==> src/rtl/neptuno_spi_pkg.sv <==
// Shared types for the SPI source arbiter: FSM state encoding and owner-index width.
package neptuno_spi_pkg;

  typedef enum logic [1:0] {
    ST_IDLE    = 2'd0,
    ST_OWN     = 2'd1,
    ST_RELEASE = 2'd2
  } arb_state_t;

  // Owner index width; a two-source arbiter still needs one bit.
  function automatic int ow_width(input int n);
    int w;
    w = $clog2(n);
    return (w < 1) ? 1 : w;
  endfunction

endpackage

==> src/rtl/sync_bit.sv <==
// Single-bit multi-flop synchroniser with a selectable reset level.
module sync_bit #(
  parameter int   SYNC_STAGES = 2,
  parameter logic RESET_VAL   = 1'b1
) (
  input  logic clk,
  input  logic rst,
  input  logic d,
  output logic q
);

  logic [SYNC_STAGES-1:0] chain;

  always_ff @(posedge clk or posedge rst) begin
    if (rst) chain <= {SYNC_STAGES{RESET_VAL}};
    else     chain <= {chain[SYNC_STAGES-2:0], d};
  end

  assign q = chain[SYNC_STAGES-1];

endmodule

==> src/rtl/spi_src_arbiter.sv <==
// Arbitrates several asynchronous SPI masters onto one guest-core SPI bus,
// granting on synchronised slave-select and enforcing an idle guard gap after release.
//
// state      | meaning
// -----------+-----------------------------------------------------------
// ST_IDLE    | no owner; grant lowest synchronised low select
// ST_OWN     | bus routed to owner; watch for owner release and conflicts
// ST_RELEASE | guard gap; count down GUARD_CYCLES, no grants
module spi_src_arbiter
  import neptuno_spi_pkg::*;
#(
  parameter int   NSRC         = 3,
  parameter int   SYNC_STAGES  = 2,
  parameter int   GUARD_CYCLES = 4,
  parameter logic SCK_IDLE     = 1'b0
) (
  input  logic                        CLOCK_50,
  input  logic                        RESET,
  input  logic [NSRC-1:0]             src_sck,
  input  logic [NSRC-1:0]             src_ss_n,
  input  logic [NSRC-1:0]             src_mosi,
  input  logic                        miso_in,
  output logic [NSRC-1:0]             src_miso,
  output logic                        out_sck,
  output logic                        out_mosi,
  output logic                        out_ss_n,
  output logic [ow_width(NSRC)-1:0]   owner,
  output logic                        owner_valid,
  output logic                        conflict,
  output logic [7:0]                  conflict_cnt
);

  localparam int OW = ow_width(NSRC);

  arb_state_t      state;
  logic [7:0]      guard_cnt;
  logic [NSRC-1:0] ss_sync;
  logic [NSRC-1:0] ss_prev;
  logic [NSRC-1:0] ss_fall;
  logic [NSRC-1:0] owner_sel;
  logic [OW-1:0]   grant_idx;
  logic            any_req;
  logic            owner_ss_n;
  logic            conflict_hit;
  logic            routed;

  for (genvar gi = 0; gi < NSRC; gi++) begin : g_sync
    sync_bit #(
      .SYNC_STAGES(SYNC_STAGES),
      .RESET_VAL  (1'b1)
    ) u_sync (
      .clk(CLOCK_50),
      .rst(RESET),
      .d  (src_ss_n[gi]),
      .q  (ss_sync[gi])
    );
  end

  // Scan from the top so the lowest requesting index is the one left standing.
  always_comb begin
    any_req   = 1'b0;
    grant_idx = '0;
    for (int i = NSRC - 1; i >= 0; i--) begin
      if (!ss_sync[i]) begin
        any_req   = 1'b1;
        grant_idx = OW'(i);
      end
    end
  end

  always_comb begin
    owner_sel = '0;
    for (int i = 0; i < NSRC; i++) begin
      owner_sel[i] = (owner == OW'(i));
    end
  end

  assign owner_ss_n   = |(ss_sync & owner_sel);
  assign ss_fall      = ss_prev & ~ss_sync;
  assign conflict_hit = (state == ST_OWN) && (|(ss_fall & ~owner_sel));

  // RESET gates routing directly so the bus idles before any clock edge.
  assign routed   = (state == ST_OWN) && owner_valid && !RESET;
  assign out_ss_n = routed ? |(src_ss_n & owner_sel) : 1'b1;
  assign out_sck  = routed ? |(src_sck  & owner_sel) : SCK_IDLE;
  assign out_mosi = routed ? |(src_mosi & owner_sel) : 1'b0;
  assign src_miso = routed ? (owner_sel & {NSRC{miso_in}}) : '0;

  always_ff @(posedge CLOCK_50 or posedge RESET) begin
    if (RESET) begin
      state        <= ST_IDLE;
      owner        <= '0;
      owner_valid  <= 1'b0;
      guard_cnt    <= 8'd0;
      ss_prev      <= '1;
      conflict     <= 1'b0;
      conflict_cnt <= 8'd0;
    end else begin
      ss_prev  <= ss_sync;
      conflict <= conflict_hit;
      if (conflict_hit && (conflict_cnt != 8'hFF)) begin
        conflict_cnt <= conflict_cnt + 8'd1;
      end

      case (state)
        ST_IDLE: begin
          if (any_req) begin
            owner       <= grant_idx;
            owner_valid <= 1'b1;
            state       <= ST_OWN;
          end
        end
        ST_OWN: begin
          if (owner_ss_n) begin
            owner_valid <= 1'b0;
            guard_cnt   <= 8'(GUARD_CYCLES);
            state       <= ST_RELEASE;
          end
        end
        ST_RELEASE: begin
          if (guard_cnt <= 8'd1) begin
            guard_cnt <= 8'd0;
            state     <= ST_IDLE;
          end else begin
            guard_cnt <= guard_cnt - 8'd1;
          end
        end
        default: begin
          owner_valid <= 1'b0;
          state       <= ST_IDLE;
        end
      endcase
    end
  end

endmodule

==> config.mk <==
export PLATFORM = sky130hd
export DESIGN_NAME = spi_src_arbiter
export DESIGN_NICKNAME = d
export VERILOG_FILES = /design/src/rtl/neptuno_spi_pkg.sv /design/src/rtl/sync_bit.sv /design/src/rtl/spi_src_arbiter.sv
export SDC_FILE = /design/constraint.sdc
export NUM_CORES = 1
export LEC_CHECK = 0
export CAP_MARGIN = 5
export CORE_ASPECT_RATIO = 0.6
export CORE_UTILIZATION = 40
export CTS_BUF_LIST = sky130_fd_sc_hd__clkbuf_4 sky130_fd_sc_hd__clkbuf_8
export DETAILED_ROUTE_END_ITERATION = 10
export GPL_TIMING_DRIVEN = 1
export PLACE_DENSITY = 0.72
export SLEW_MARGIN = 20
export SYNTH_ARGS = -nofsm -noshare
export SYNTH_HDL_FRONTEND = slang
export SYNTH_SLANG_ARGS = --single-unit
==> constraint.sdc <==
create_clock -name CLOCK_50 -period 2.3 [get_ports CLOCK_50]
set_input_delay 0.345 -clock CLOCK_50 [delete_from_list [all_inputs] [get_ports CLOCK_50]]
set_output_delay 0.345 -clock CLOCK_50 [all_outputs]
set_load 0.1 [all_outputs]
# Yosys cells after proc, flatten, opt, wreduce, memory -nomap -nowiden

Index checks and enable logic that the tools add are counted.

Flip-flop bits (word level): 31
Input port bits: 12
Output and inout bits: 18
Word-level logic and storage cells: 68

Add/sub/neg operators: 2
$lt $le $gt $ge: 1
Equal/unequal tests: 8
Multiplexer cells: 20
Bitwise gates (word level): 10
Reductions and logical operators: 17

Operators by type and width:

| operator            | count |
|---|---|
| $and 3x3->3         | 7 |
| $mux 8              | 2 |
| $pmux 8 s2          | 1 |
| $reduce_or 3->1     | 5 |
| $mux 2              | 6 |
| $add 8x1->8 const B | 1 |
| $le 8x1->1 const B  | 1 |
| $mux 1              | 8 |
| $ne 8x8->1 const B  | 1 |
| $sub 8x1->8 const B | 1 |
| $ne 2x2->1 const B  | 3 |
| $not 3->3           | 2 |
| $pmux 2 s3          | 1 |
| $reduce_and 3->1    | 2 |
| $eq 2x1->1 const B  | 2 |
| $eq 2x2->1 const B  | 2 |
| $logic_and 1x1->1   | 4 |
| $logic_not 2->1     | 2 |
| $reduce_and 2->1    | 2 |
| $mux 3              | 1 |
| $pmux 1 s3          | 1 |
| $reduce_bool 2->1   | 1 |
| $logic_not 1->1     | 1 |
| $not 1->1           | 1 |

# Longest topological paths before layout

Gate-level depths: netlist of run 1.

Depth after elaboration: 6
Gate-level depth with buffers: 7
Depth with buffers taken out: 7

# Cells and area by module

From an unflattened synthesis of run 1, not the netlist that was laid out.

Cell total of the unflattened synthesis: 159
Area total of the unflattened synthesis: 1551.5 um^2

Modules (own cells, without submodules):

| module          | instances | cells each | area each (um^2) | sequential area each (um^2) |
|---|---|---|---|---|
| spi_src_arbiter | 1         | 150        | 1382.6           | 629.4 |
| sync_bit        | 3         | 3          | 56.3             | 52.6 |

# Least setup slack after synthesis of run 1

No wires, ideal clock.

Path type: in2out
Start: in RESET
End: out src_miso[1]
Arrival time: 3.522 ns
Data required time: 1.955 ns
Path slack: -1.567 ns
Stages on the path: 3
Buffers on the path: 0
Cells stage by stage: inv_1 -> nand4_1 -> nor3b_1

Cells in the longest elaborated chain, start to end: 3

Ends and longest elaborated chain:

| item                      | RTL line              | text |
|---|---|---|
| from (decl)               | spi_src_arbiter.sv:18 | `input logic RESET,` |
| $logic_not 1->1 (no line) | --                    |  |
| $logic_and 1x1->1         | spi_src_arbiter.sv:83 | `assign routed = (state == ST_OWN) && owner_valid && !RESET;` |
| $mux 3                    | spi_src_arbiter.sv:87 | `assign src_miso = routed ? (owner_sel & {NSRC{miso_in}}) : '0;` |
| to (decl)                 | spi_src_arbiter.sv:23 | `output logic [NSRC-1:0] src_miso,` |

Every way passes these cells.

# Worst setup path after layout of run 1

Start: reg state[0]
End: out src_miso[1]

Cells in the longest elaborated chain, start to end: 4

Ends and longest elaborated chain:

| item                           | RTL line               | text |
|---|---|---|
| from (decl)                    | spi_src_arbiter.sv:35  | `arb_state_t state;` |
| from (signal assigned)         | spi_src_arbiter.sv:91  | `state <= ST_IDLE;` |
| from (signal assigned)         | spi_src_arbiter.sv:110 | `state <= ST_OWN;` |
| from (signal assigned)         | spi_src_arbiter.sv:117 | `state <= ST_RELEASE;` |
| $eq 2x1->1                     | spi_src_arbiter.sv:83  |  |
| $logic_and 1x1->1 (2 in a row) | spi_src_arbiter.sv:83  |  |
| $mux 3                         | spi_src_arbiter.sv:87  |  |

Every way passes these cells.

==> flow_results.org, run 1 <==
** Clock tree
- No sink is reached through more buffers than the 2 on the longest clock path.
- CTS resizes :: 1
- Clk_lat worst skew :: 0.27 ns
- Clock tree synthesis found a total of 31 sinks.
- Max H-tree Level :: 2
- Master cell of the clock root buffer :: clkbuf_8
- In this run the post-CTS setup repair buffer count came out at 0.
- TritonCTS built the clock tree.
- After clock tree synthesis, the clock-pin slew on the worst setup and hold paths is 0.07 ns.
- Number of hold-repair buffers added at the cts stage :: 0
- In this run, CTS created clock tree buffers numbering 5.

** Yosys
- Synthesis produced a netlist whose cell count is 154.
- Synth unique cells :: 34
- Flip-flop and latch count after synthesis :: 31
- Leading area contributor after synthesis :: dfrtp_1
- Counting flops with a built-in enable in the synthesized netlist gives 0.
- For this run, the number of Yosys warnings is 0.
- In the post-synthesis netlist, the biggest area contributors are dfrtp_1 36%, dfstp_2 16%, nand2_1 3.9%.
- In this run the biggest area consumer among cell types represents 36.1% of the synthesized area.
- Summing the sequential cell areas from Yosys gives 51.6% of the chip area.
- Syn Nets :: 169
- Post-synth design cell area :: 1530 um2
- Counting flops with an async set or reset pin after synthesis yields a share of 100%.
- Among all flip-flop cells after synthesis, the most frequent one is dfrtp_1.
- Mean post-synth cell area :: 9.90 um2

** Drt
- In the routed layout, each cell is associated on average with a via count of 5.37.
- Detailed routing inserted a total of 1,289 vias.
- Detail-routed net length per standard cell :: 14.2 um
- Once detail routing completed, the nets flagged for antenna violations numbered 0.
- Post-detailed-route DRC marker count :: 0
- Summed over all layers, the routed wires come to 3.41 mm.
- First-pass DRT Iterations :: 4
- After the first detailed-routing iteration, the DRC count stood at 57.

** Pwr
- Power density over the cells :: 1410 nW/um2
- The design draws 0.00296 W.
- Largest voltage drop on the vdd net :: 0.725 mV
- Leakage :: 0.892 nW

** Global route
- The number of antenna violations at the first check in global routing came to 0.
- Across every metal layer, demand over resource in global routing totals 18.9%.
- Entering global routing, the biggest net connects 20 pins.
- Leftover overflow at the end of global routing :: 0
- The first global-routing pass estimated 5.63 mm of wire.
- Via count of the first global-routing pass :: 1,186

** Min path
- The tightest min-delay check is of the in2async type.

** Setup path
- For the worst setup path, the data required time is 1.96 ns.
- Worst-case register-to-register setup slack :: 0.21 ns
- Worst r2r src :: ss_prev[1]$_DFF_PP1_
- Capturing point of the worst reg2reg path :: conflict_cnt[1]$_DFFE_PP0P_
- Setup Crit Path Kind :: reg2out
- Critical path fanouts, max :: 8
- Count of cells along the worst register-to-register path :: 5
- The worst setup path is launched from a register.
- Worst Path Arrival :: 1.85 ns
- Type of element capturing the critical path :: output port

** Cells and area
- The finished cells cover 2100 um2.
- Utilization after layout :: 60.9%
- The post-route netlist has 31.8% of its cells at a drive strength greater than 1.
- From synthesis to final layout, the design area changed by 37.5%.
- Antenna diode count :: 0
- Final-stage net count :: 209
- Count of fill cells added during filler insertion :: 280

** Timing
- Timing would allow up to 456 MHz.
- Pin slew with the least headroom to its limit :: 0.437 ns
- The final hold violation count is 0.
- The routed design could run at a clock period as short as 2.19 ns.
- Tcrit/Tclk final :: 95.3%
- Headroom to the max-slew limit came out at 70.1%.
- Setup repair after global routing left no endpoint under its margin.
- The number of max-slew violations in the final report came to 0.
- For the final database, setup skew stands at 0.00646 ns.
- Number of setup violations in the final report :: 0

** Floorplanning
- Floorplan core area :: 3440 um2
- I/O Pins :: 30
- The die is 81.7 um wide.
- Measured along the y axis, the die boundary spans 49.8 um.
- Starting density of the core :: 44.3%
- Total Die Area :: 4070 um2
- In this run the core area contains 16 standard-cell rows.

** Placed design
- Detailed placement HPWL :: 2.60 mm
- In this run the tool buffered the top-level ports with 29 buffer cells.
- Final weighted congestion in routability-driven placement :: 0.808
- Placed inst area :: 2000 um2

** Run status
- Result of the run :: finished clean

** Job
- Maximum capacitance violations :: 0
-- sequential cells by signal, summed over array words and instances, names as in the netlist --
register             count
owner                    2
owner_valid              1
conflict                 1
conflict_cnt             8
g_sync.u_sync.chain      6
ss_prev                  3
state                    2
guard_cnt                8
-- layout make-up --
type	instances	area [um2]	share of cell area, %
clock inverter	1	5.00	0.239
tap	45	56.3	2.68
timing repair buffer	35	365	17.4
sequential	31	793	37.8
multi-input combinational	113	753	35.9
inverter	8	33.8	1.61
clock buffer	7	90.1	4.30
-- per-layer routing --
metal	track usage [%]	up-vias	wire length [um]
li1	-	619	-
met1	25.8	616	1530
met2	28.2	48	1630
met3	6.85	6	234
met4	4.68	0	19
met5	0	-	0
-- cell families after synthesis --
kind of cell / share of synthesized area (%)
buffers and inverters: 2.54
and+or+nand+nor: 23.3
DFF: 51.6
adders and majority gates: 2.46
AOI/OAI and AO/OA: 10.7
muxes: 4.84
xor gates and xnor gates: 4.59
-- critical path, stage by stage (launching register included) --
cell	delay [ns]
dfrtp_1	0.46
nor2b_2	0.31
nand4_1	0.29
nor3b_4	0.31
buf_12	0.20
-- power breakdown --
group          switching, W  total, W  internal, W
registers          0.000182  0.000898     0.000716
logic               0.00113   0.00162     0.000486
clock network      0.000189  0.000442     0.000253
total               0.00150   0.00296      0.00145
-- placed cells by master, fill, tap and decap left out, types with 3 or more instances in the layout --
cell type	n
xor2_1	4
dfrtp_2	5
buf_12	6
xnor2_1	4
nor3_1	6
o21ai_0	4
mux2_2	3
nand3_1	8
clkdlybuf4s50_1	11
nand2_1	16
nor2_1	13
clkbuf_8	6
nand2b_1	5
dfrtp_1	17
inv_1	7
buf_4	18
a21oi_1	11
dfstp_2	9
nor2b_1	4
ha_1	3
mux2i_1	4
-- worst max-delay path by stage --
stage | to | slack (ns) | cells past startpoint | start
6_report | src_miso[1] | 0.11 | 4 | state[0]$_DFFE_PP0P_
5_1_grt | src_miso[1] | 0.03 | 4 | state[0]$_DFFE_PP0P_
2_1_floorplan | src_miso[1] | -0.06 | 2 | owner[0]$_DFFE_PP0P_
3_3_place_gp | src_miso[1] | 0.27 | 5 | RESET
3_5_place_dp | conflict_cnt[1]$_DFFE_PP0P_ | 0.23 | 5 | ss_prev[1]$_DFF_PP1_
4_1_cts | src_miso[1] | 0.11 | 4 | state[0]$_DFFE_PP0P_
-- cell usage after synthesis (2+ instances only) --
| cell | count |
|---|---|
| a21oi_1 | 11 |
| dfrtp_1 | 22 |
| dfstp_2 | 9 |
| ha_1 | 3 |
| inv_1 | 8 |
| mux2_2 | 3 |
| mux2i_1 | 4 |
| nand2_1 | 16 |
| nand2b_1 | 5 |
| nand3_1 | 8 |
| nor2_1 | 16 |
| nor2b_1 | 5 |
| nor3_1 | 7 |
| nor3b_1 | 3 |
| nor4_1 | 2 |
| o21ai_0 | 5 |
| o32ai_1 | 2 |
| or3_1 | 2 |
| or4_4 | 2 |
| xnor2_1 | 4 |
| xor2_1 | 4 |
-- per-stage QoR --
stage / cells / hold slack (ns) / setup TNS [ns] / worst slack (ns)
4_1_cts: 240 / 0.312 / 0 / 0.111
5_1_grt: 240 / 0.310 / 0 / 0.0326
3_5_place_dp: 232 / 0.347 / 0 / 0.226
3_3_place_gp: 232 / 0.346 / 0 / 0.273
2_1_floorplan: 154 / 0.272 / -0.0643 / -0.0643
6_report: 240 / 0.309 / 0 / 0.109
Power figures use the tool's default switching activity.
==> inputs of run 2 (changes only) <==
--- a/config.mk
+++ b/config.mk
@@ -7,11 +7,11 @@
 export LEC_CHECK = 0
 export CAP_MARGIN = 5
 export CORE_ASPECT_RATIO = 0.6
-export CORE_UTILIZATION = 40
+export CORE_UTILIZATION = 53
 export CTS_BUF_LIST = sky130_fd_sc_hd__clkbuf_4 sky130_fd_sc_hd__clkbuf_8
 export DETAILED_ROUTE_END_ITERATION = 10
 export GPL_TIMING_DRIVEN = 1
-export PLACE_DENSITY = 0.72
+export PLACE_DENSITY = 0.9
 export SLEW_MARGIN = 20
 export SYNTH_ARGS = -nofsm -noshare
 export SYNTH_HDL_FRONTEND = slang
==> run 2 against run 1 <==
Net effect: the run now ends with design-rule violations left; setup slack got worse by 0.0029 ns; register-to-register slack got worse by 0.04 ns; design area fell by 0.30%; flip-flop and latch count unchanged; routed wire length up 15%; count of clock-buffer cells in the layout is 2 lower; global-route usage rose by 9.6 points; fmax shrank 0.13%; first-iteration DRC count grew to 3.0 times the previous value; clock skew about the same.
==> flow_results.org, run 2 (synthesis gave the netlist of run 1 again) <==
** Job
- Maximum capacitance violations :: 0

** Setup path
- The endpoint identified for the worst register-to-register timing path is conflict_cnt[1]$_DFFE_PP0P_.
- Count of cells along the worst register-to-register path :: 5
- The worst setup path is captured at an output port.
- In this run the critical register-to-register path is launched from ss_prev[1]$_DFF_PP1_.
- Worst-case register-to-register setup slack :: 0.17 ns
- Worst Path Arrival :: 1.85 ns
- Category of the worst setup path launch point :: register
- Critical Path RT :: 1.96 ns
- Critical path fanouts, max :: 8
- The critical path is of the reg2out type.

** Cells and area
- Compared with the post-synthesis result, the final layout area differs by 37.1%.
- Biggest regs :: conflict_cnt: 8 flops, guard_cnt: 8 flops, g_sync.u_sync.chain: 6 flops
- Final Instance Area :: 2090 um2
- Highest-count cells in the layout ignoring fill and taps :: 17 x dfrtp_1, 17 x buf_4, 16 x nand2_1
- FF+latch area :: 793 um2
- The multi-input combinational cells in the finished layout cover a total of 753 um2.
- Antenna diode count :: 0
- Share of post-route cells with drive strength above 1 :: 31.4%
- Final-stage net count :: 208
- The filler cells instantiated in the layout total 153.

** Pwr
- Power density over the cells :: 1480 nW/um2
- In this run, the clock network consumes 17.1% of the power.
- Design Power :: 0.00309 W
- Combinational Power Share :: 50.7%
- Sequential fraction of design power :: 32.2%
- Summed over all cells, the static leakage comes to 0.892 nW.
- For this design the total switching power over the nets is 0.00159 W.
- Internal power comes to 0.00151 W.
- Largest voltage drop on the vdd net :: 0.739 mV
- Of the total power, the share spent switching nets is 51.2%.

** Timing
- The final hold violation count was 0.
- Setup slack closes at 0.106 ns.
- Min Tclk post-route :: 2.19 ns
- At the pin with the least slew margin, the transition time is 0.531 ns.
- Derived from the worst setup path, the maximum achievable clock frequency is 456 MHz.
- The number of max-slew violations in the final report came to 0.
- Number of setup violations in the final report :: 0
- Setup repair after global routing left no endpoint under its margin.
- Of the available clock period, the critical path in the final layout requires 95.4%.
- Rel. slew slack :: 63.7%
- For the final database, setup skew stands at 0.00654 ns.

** Floorplanning
- Starting density of the core :: 58.4%
- In this run the core area contains 14 standard-cell rows.
- Die height :: 43.6 um
- The die covers 3100 um2.
- In this run the standard cell core region covers 2610 um2.
- I/O Pins :: 30
- Die Width :: 71.3 um

** Clock tree
- Counting along the longest clock path gives a buffer depth of 2.
- Number of buffers added by the clock tree synthesis step :: 5
- Clk_lat worst skew :: 0.29 ns
- In this run the clock root is driven by a clkbuf_8.
- After clock tree synthesis, the clock-pin slew on the worst setup and hold paths is 0.07 ns.
- TritonCTS built the clock tree.
- Count of clock tree sinks :: 31
- Max H-tree Level :: 2
- Number of hold-repair buffers added at the cts stage :: 0

** Min path
- The worst hold path belongs to the class reg2reg.
- The startpoint identified for the worst hold timing path is g_sync[0].u_sync.chain[0]$_DFF_PP1_.
- Counting instances, the worst hold path has a depth of 0.
- Sink of the worst hold path :: g_sync[0].u_sync.chain[1]$_DFF_PP1_

** Drt
- The detailed router placed 1,383 vias in this run.
- In the routed layout, each cell is associated on average with a via count of 6.12.
- For this run, the detailed router's first-pass iteration total came to 7.
- Number of violations reported at the end of detailed-routing iteration 0 :: 170
- Post-detailed-route DRC marker count :: 2
- The count of nets left with antenna violations once routing finished came out at 0.
- Detail-routed net length per standard cell :: 17.3 um
- For this block, the routed nets add up to 3.91 mm of wire.

** Run status
- Result of the run :: complete, but fails checks
- Failing checks :: design-rule violations

** Placed design
- The count of buffers added on input and output ports is 29.
- Detailed placement HPWL :: 2.82 mm
- At the placement stage, the worst setup path has a slack of 0.214 ns.
- Final weighted congestion in routability-driven placement :: 0.880
- Placed inst area :: 1970 um2

** Global route
- Wire length of the first global-routing pass :: 6.45 mm
- Via count of the first global-routing pass :: 1,342
- All-Layer GR Usage :: 28.5%
- Antenna violations before repair :: 0
- Entering global routing, the biggest net connects 21 pins.
- Leftover overflow at the end of global routing :: 0
-- run 2: changes by cell type in the layout (fill, tap and decap cells not counted), sizes merged --
cell,delta
clkbuf,-2
bufinv,+1
clkinv,+1
buf,-1
-- run 2: worst max-delay path by stage --
stage                    startpoint                     endpoint  slack [ns]  cells after the start
4_1_cts        state[0]$_DFFE_PP0P_                  src_miso[1]         0.1                      5
3_3_place_gp                  RESET                  src_miso[1]        0.24                      5
5_1_grt        state[0]$_DFFE_PP0P_                  src_miso[1]        0.04                      5
6_report       state[0]$_DFFE_PP0P_                  src_miso[1]        0.11                      5
3_5_place_dp   ss_prev[1]$_DFF_PP1_  conflict_cnt[1]$_DFFE_PP0P_        0.21                      5
2_1_floorplan  owner[0]$_DFFE_PP0P_                  src_miso[1]       -0.06                      2
-- run 2: per-layer routing --
layer	vias to the layer above	track usage, %	wire, um
li1	618	-	-
met1	679	38.1	1700
met2	77	43.6	1800
met3	9	8.60	341
met4	0	13.2	72
met5	-	0	0
-- run 2: metrics by stage --
step / TNS [ns] / hold slack, ns / utilization [%] / cells
4_1_cts: 0 / 0.357 / 80.0 / 226
5_1_grt: 0 / 0.359 / 80.1 / 226
6_report: 0 / 0.356 / 80.1 / 226
3_3_place_gp: 0 / 0.346 / 75.4 / 217
2_1_floorplan: -0.0643 / 0.272 / - / 154
3_5_place_dp: 0 / 0.347 / 75.4 / 217
-- run 2: area by class of cell --
| cell class | count | area share [%] |
|---|---|---|
| Inverter | 8 | 1.62 |
| Sequential cell | 31 | 37.9 |
| Timing Repair Buffer | 34 | 17.1 |
| Multi-Input combinational cell | 113 | 36.0 |
| Tap cell | 32 | 1.92 |
| Clock buffer | 5 | 3.29 |
| Clock inverter | 3 | 2.09 |
-- run 2: timing repair --
item | 4_1_cts | 5_1_grt
gates resized for setup | 0 | 1
pin swaps | 1 | 0
endpoints found under the setup margin | 3 | 1
setup buffers | 1 | 0
gates cloned | 0 | 0
-- run 2: critical path, cell delays in order (launching register included) --
cell and delay (ns):
dfrtp_1 0.47, nor2b_2 0.32, nand4_1 0.14, buf_4 0.19, nor3b_4 0.23, buf_12 0.20
-- run 2: power by group through the flow --
stage / logic (W) / clock network [W] / registers (W)
finish: 0.00157 / 0.000528 / 0.000995
global route: 0.00165 / 0.000553 / 0.00102
CTS: 0.00155 / 0.000533 / 0.000978
detailed placement: 0.00153 / 0 / 0.000985
global placement: 0.00147 / 0 / 0.000959
floorplan: 0.000727 / 0 / 0.00138
==> inputs of run 3 (changes only) <==
==> constraint.sdc (replaced) <==
create_clock -name CLOCK_50 -period 2.3 [get_ports CLOCK_50]
set_input_delay 0.345 -clock CLOCK_50 [delete_from_list [all_inputs] [get_ports CLOCK_50]]
set_output_delay 0.345 -clock CLOCK_50 [all_outputs]
set_load 0.005 [all_outputs]
==> run 3 against run 2 <==
Net effect: the run still ends with design-rule violations left; total power fell by 23%; fmax grew 0.18%; clock power increased by 3%; final cell count fell by 0.44%; via count is 5.2% lower; combinational power decreased by 44%; critical path type unchanged; largest power group is now sequential cells.
==> flow_results.org, run 3 (synthesis gave the netlist of run 1 again) <==
** Run status
- Result of the run :: complete, but fails checks
- Failing checks :: design-rule violations

** Global route
- Via count of the first global-routing pass :: 1,219
- Wire length of the first global-routing pass :: 5.87 mm
- Largest net degree at the start of global routing :: 24
- All-Layer GR Usage :: 26.8%
- Leftover overflow at the end of global routing :: 0
- Antenna violations before repair :: 0

** Timing
- Tcrit/Tclk final :: 95.2%
- Rel. slew slack :: 68.0%
- Setup violations remaining at the end of the flow were counted as 0.
- Subtracting the final worst setup slack from the clock period gives 2.19 ns.
- Achievable frequency :: 457 MHz
- The clock arrives with 0.00534 ns of skew.
- Pin slew with the least headroom to its limit :: 0.468 ns
- Number of failing hold endpoints at the final stage :: 0
- The number of max-slew violations in the final report was 0.
- RSZ-0062 raised after global routing :: no
- Total Neg Setup Slack :: 0 ns

** Placed design
- Final weighted congestion in routability-driven placement :: 0.872
- Number of placed instances, taps included :: 217
- In this run the tool buffered the top-level ports with 29 buffer cells.
- Summed over all nets, the half-perimeter wirelength after detailed placement is 2.63 mm.

** Floorplanning
- For this configuration, the core starts out at a cell density of 58.4%.
- From bottom edge to top edge, the die measures 43.6 um.
- In this run the horizontal extent of the chip is 71.3 um.
- In this run the count of I/O pins placed on the die edge is 30.
- Floorplan core area :: 2610 um2
- Site row count :: 14
- The die covers 3100 um2.

** Setup path
- Worst Path Arrival :: 1.84 ns
- Of all nets on the critical path, the largest fanout is 13.
- Together, buffers and inverters on the worst path number 1.
- Setup Crit Path Kind :: reg2out
- Critical path's top delay family :: flip-flops
- Type of element capturing the critical path :: output port
- At the worst endpoint, the required time is 1.96 ns.
- Category of the worst setup path launch point :: register
- Slowest stage cell, crit path :: dfrtp_1
- The largest single stage delay on the critical path is 0.56 ns.
- Chain of cells forming the critical path :: nor2b_1, a21oi_1, o21ai_0, clkdlybuf4s50_1

** Clock tree
- Max H-tree Level :: 2
- Clock-pin slew was measured on the worst setup and hold paths at 0.06 ns.
- Number of buffers added by the clock tree synthesis step :: 5
- The clock drives 31 sinks.
- Clock tree buffer depth :: 2
- Master cell of the clock root buffer :: clkbuf_8
- The later pin in the worst-skew pair is clocked with a latency of 0.29 ns.
- Post-CTS timing repair inserted 0 buffers for setup.
- CTS resizes :: 1
- CTS tree :: done
- Number of hold-repair buffers added at the cts stage :: 0

** Cells and area
- The post-route netlist has 16.6% of its cells at a drive strength greater than 1.
- FF+latch area :: 790 um2
- The layout has 162 filler cells.
- At the end of the flow, the number of nets in the layout was 207.
- Cells fill 76.7% of the core in the end.
- The largest registers in the layout are conflict_cnt: 8 flops, guard_cnt: 8 flops, g_sync.u_sync.chain: 6 flops.
- Commonest non-fill, non-tap cell in the layout :: clkdlybuf4s50_1
- Area growth from synthesis to final layout :: 31.2%
- 0 antenna diodes ended up in the layout.
- Highest-count cells in the layout ignoring fill and taps :: 29 x clkdlybuf4s50_1, 20 x dfrtp_1, 16 x nor2_1, 16 x nand2_1, 11 x a21oi_1
- The multi-input combinational cells in the finished layout cover a total of 707 um2.
- Excluding fillers, the count of instances in the completed layout stands at 225.

** Pwr
- In this run the power density over the cells is 1190 nW/um2.
- The analysis attributes to cell leakage a power of 0.847 nW.
- Design Power :: 0.00238 W
- Across the VDD grid, the largest voltage drop is 0.552 mV.

** Drt
- Total wirelength of the detailed-routed design :: 3.63 mm
- Dividing the detail-routed wire length by the instance count gives 16.1 um.
- Vias after detailed routing :: 1,311
- Dividing the detail-routed via count by the number of cells gives 5.83.
- For this run, the detailed router's first-pass iteration total came to 7.
- Post-detailed-route DRC marker count :: 2
- In this run, the number of DRC markers left after iteration 0 of detailed routing was 116.
- Number of antenna-violating nets in the routed design :: 0

** Job
- Maximum capacitance violations :: 0

** Min path
- The tightest min-delay check is of the reg2reg type.
==> run 3: changes by cell type in the layout (fill, tap and decap cells not counted), sizes merged <==
cell / delta
buf: -19
clkdlybuf4s50: +18
clkbuf: +2
clkinv: -2
clkinvlp: -1
inv: +1
==> run 3: worst paths after layout <==
kind	start	to	slack, ns	cells after the start
max in group asynchronous	RESET	ss_prev[1]$_DFF_PP1_	1.46	3
worst min-delay path	g_sync[0].u_sync.chain[0]$_DFF_PP1_	g_sync[0].u_sync.chain[1]$_DFF_PP1_	0.36	0
min in group asynchronous	RESET	owner[1]$_DFFE_PP0P_	0.48	3
worst max-delay path	owner[1]$_DFFE_PP0P_	out_ss_n	0.11	4
worst min register to register	g_sync[0].u_sync.chain[0]$_DFF_PP1_	g_sync[0].u_sync.chain[1]$_DFF_PP1_	0.36	0
worst max register to register	ss_prev[1]$_DFF_PP1_	conflict_cnt[1]$_DFFE_PP0P_	0.17	5
==> run 3: area by class of cell <==
class / count / area share [%]
clock buffers: 7 / 4.19
clock inverters: 1 / 1.50
inverters: 8 / 1.50
multi-input cells: 113 / 35.3
flip-flops and latches: 31 / 39.5
well taps: 32 / 2.00
repair buffers: 33 / 16.0
==> run 3: metrics by stage <==
stage               cell area, um2  hold WS (ns)  setup WS [ns]
detailed placement            1880         0.347          0.112
global placement              1880         0.345          0.191
floorplan                     1530         0.345          0.437
CTS                           1990         0.356         0.0161
global route                  2000         0.360        0.00491
finish                        2000         0.356          0.110
==> run 3: worst register-to-register path, delay by kind of cell (launching register included) <==
| family | cells | cell delay, ns |
|---|---|---|
| simple gates | 2 | 0.57 |
| compound gates | 2 | 0.56 |
| flops | 1 | 0.51 |
| mux | 1 | 0.38 |
==> run 3: layer usage <==
layer | track usage (%) | share of wire [%]
met1 | 34.7 | 44
met2 | 43.2 | 46
met3 | 7.91 | 7.5
met4 | 10.8 | 2.2
met5 | 0 | 0
==> run 3: report_power, final <==
group / total, W / switching (W) / internal, W
Combinational: 0.000878 / 0.000420 / 0.000458
Clock: 0.000545 / 0.000198 / 0.000347
Sequential: 0.000955 / 0.000245 / 0.000710
Total: 0.00238 / 0.000864 / 0.00152
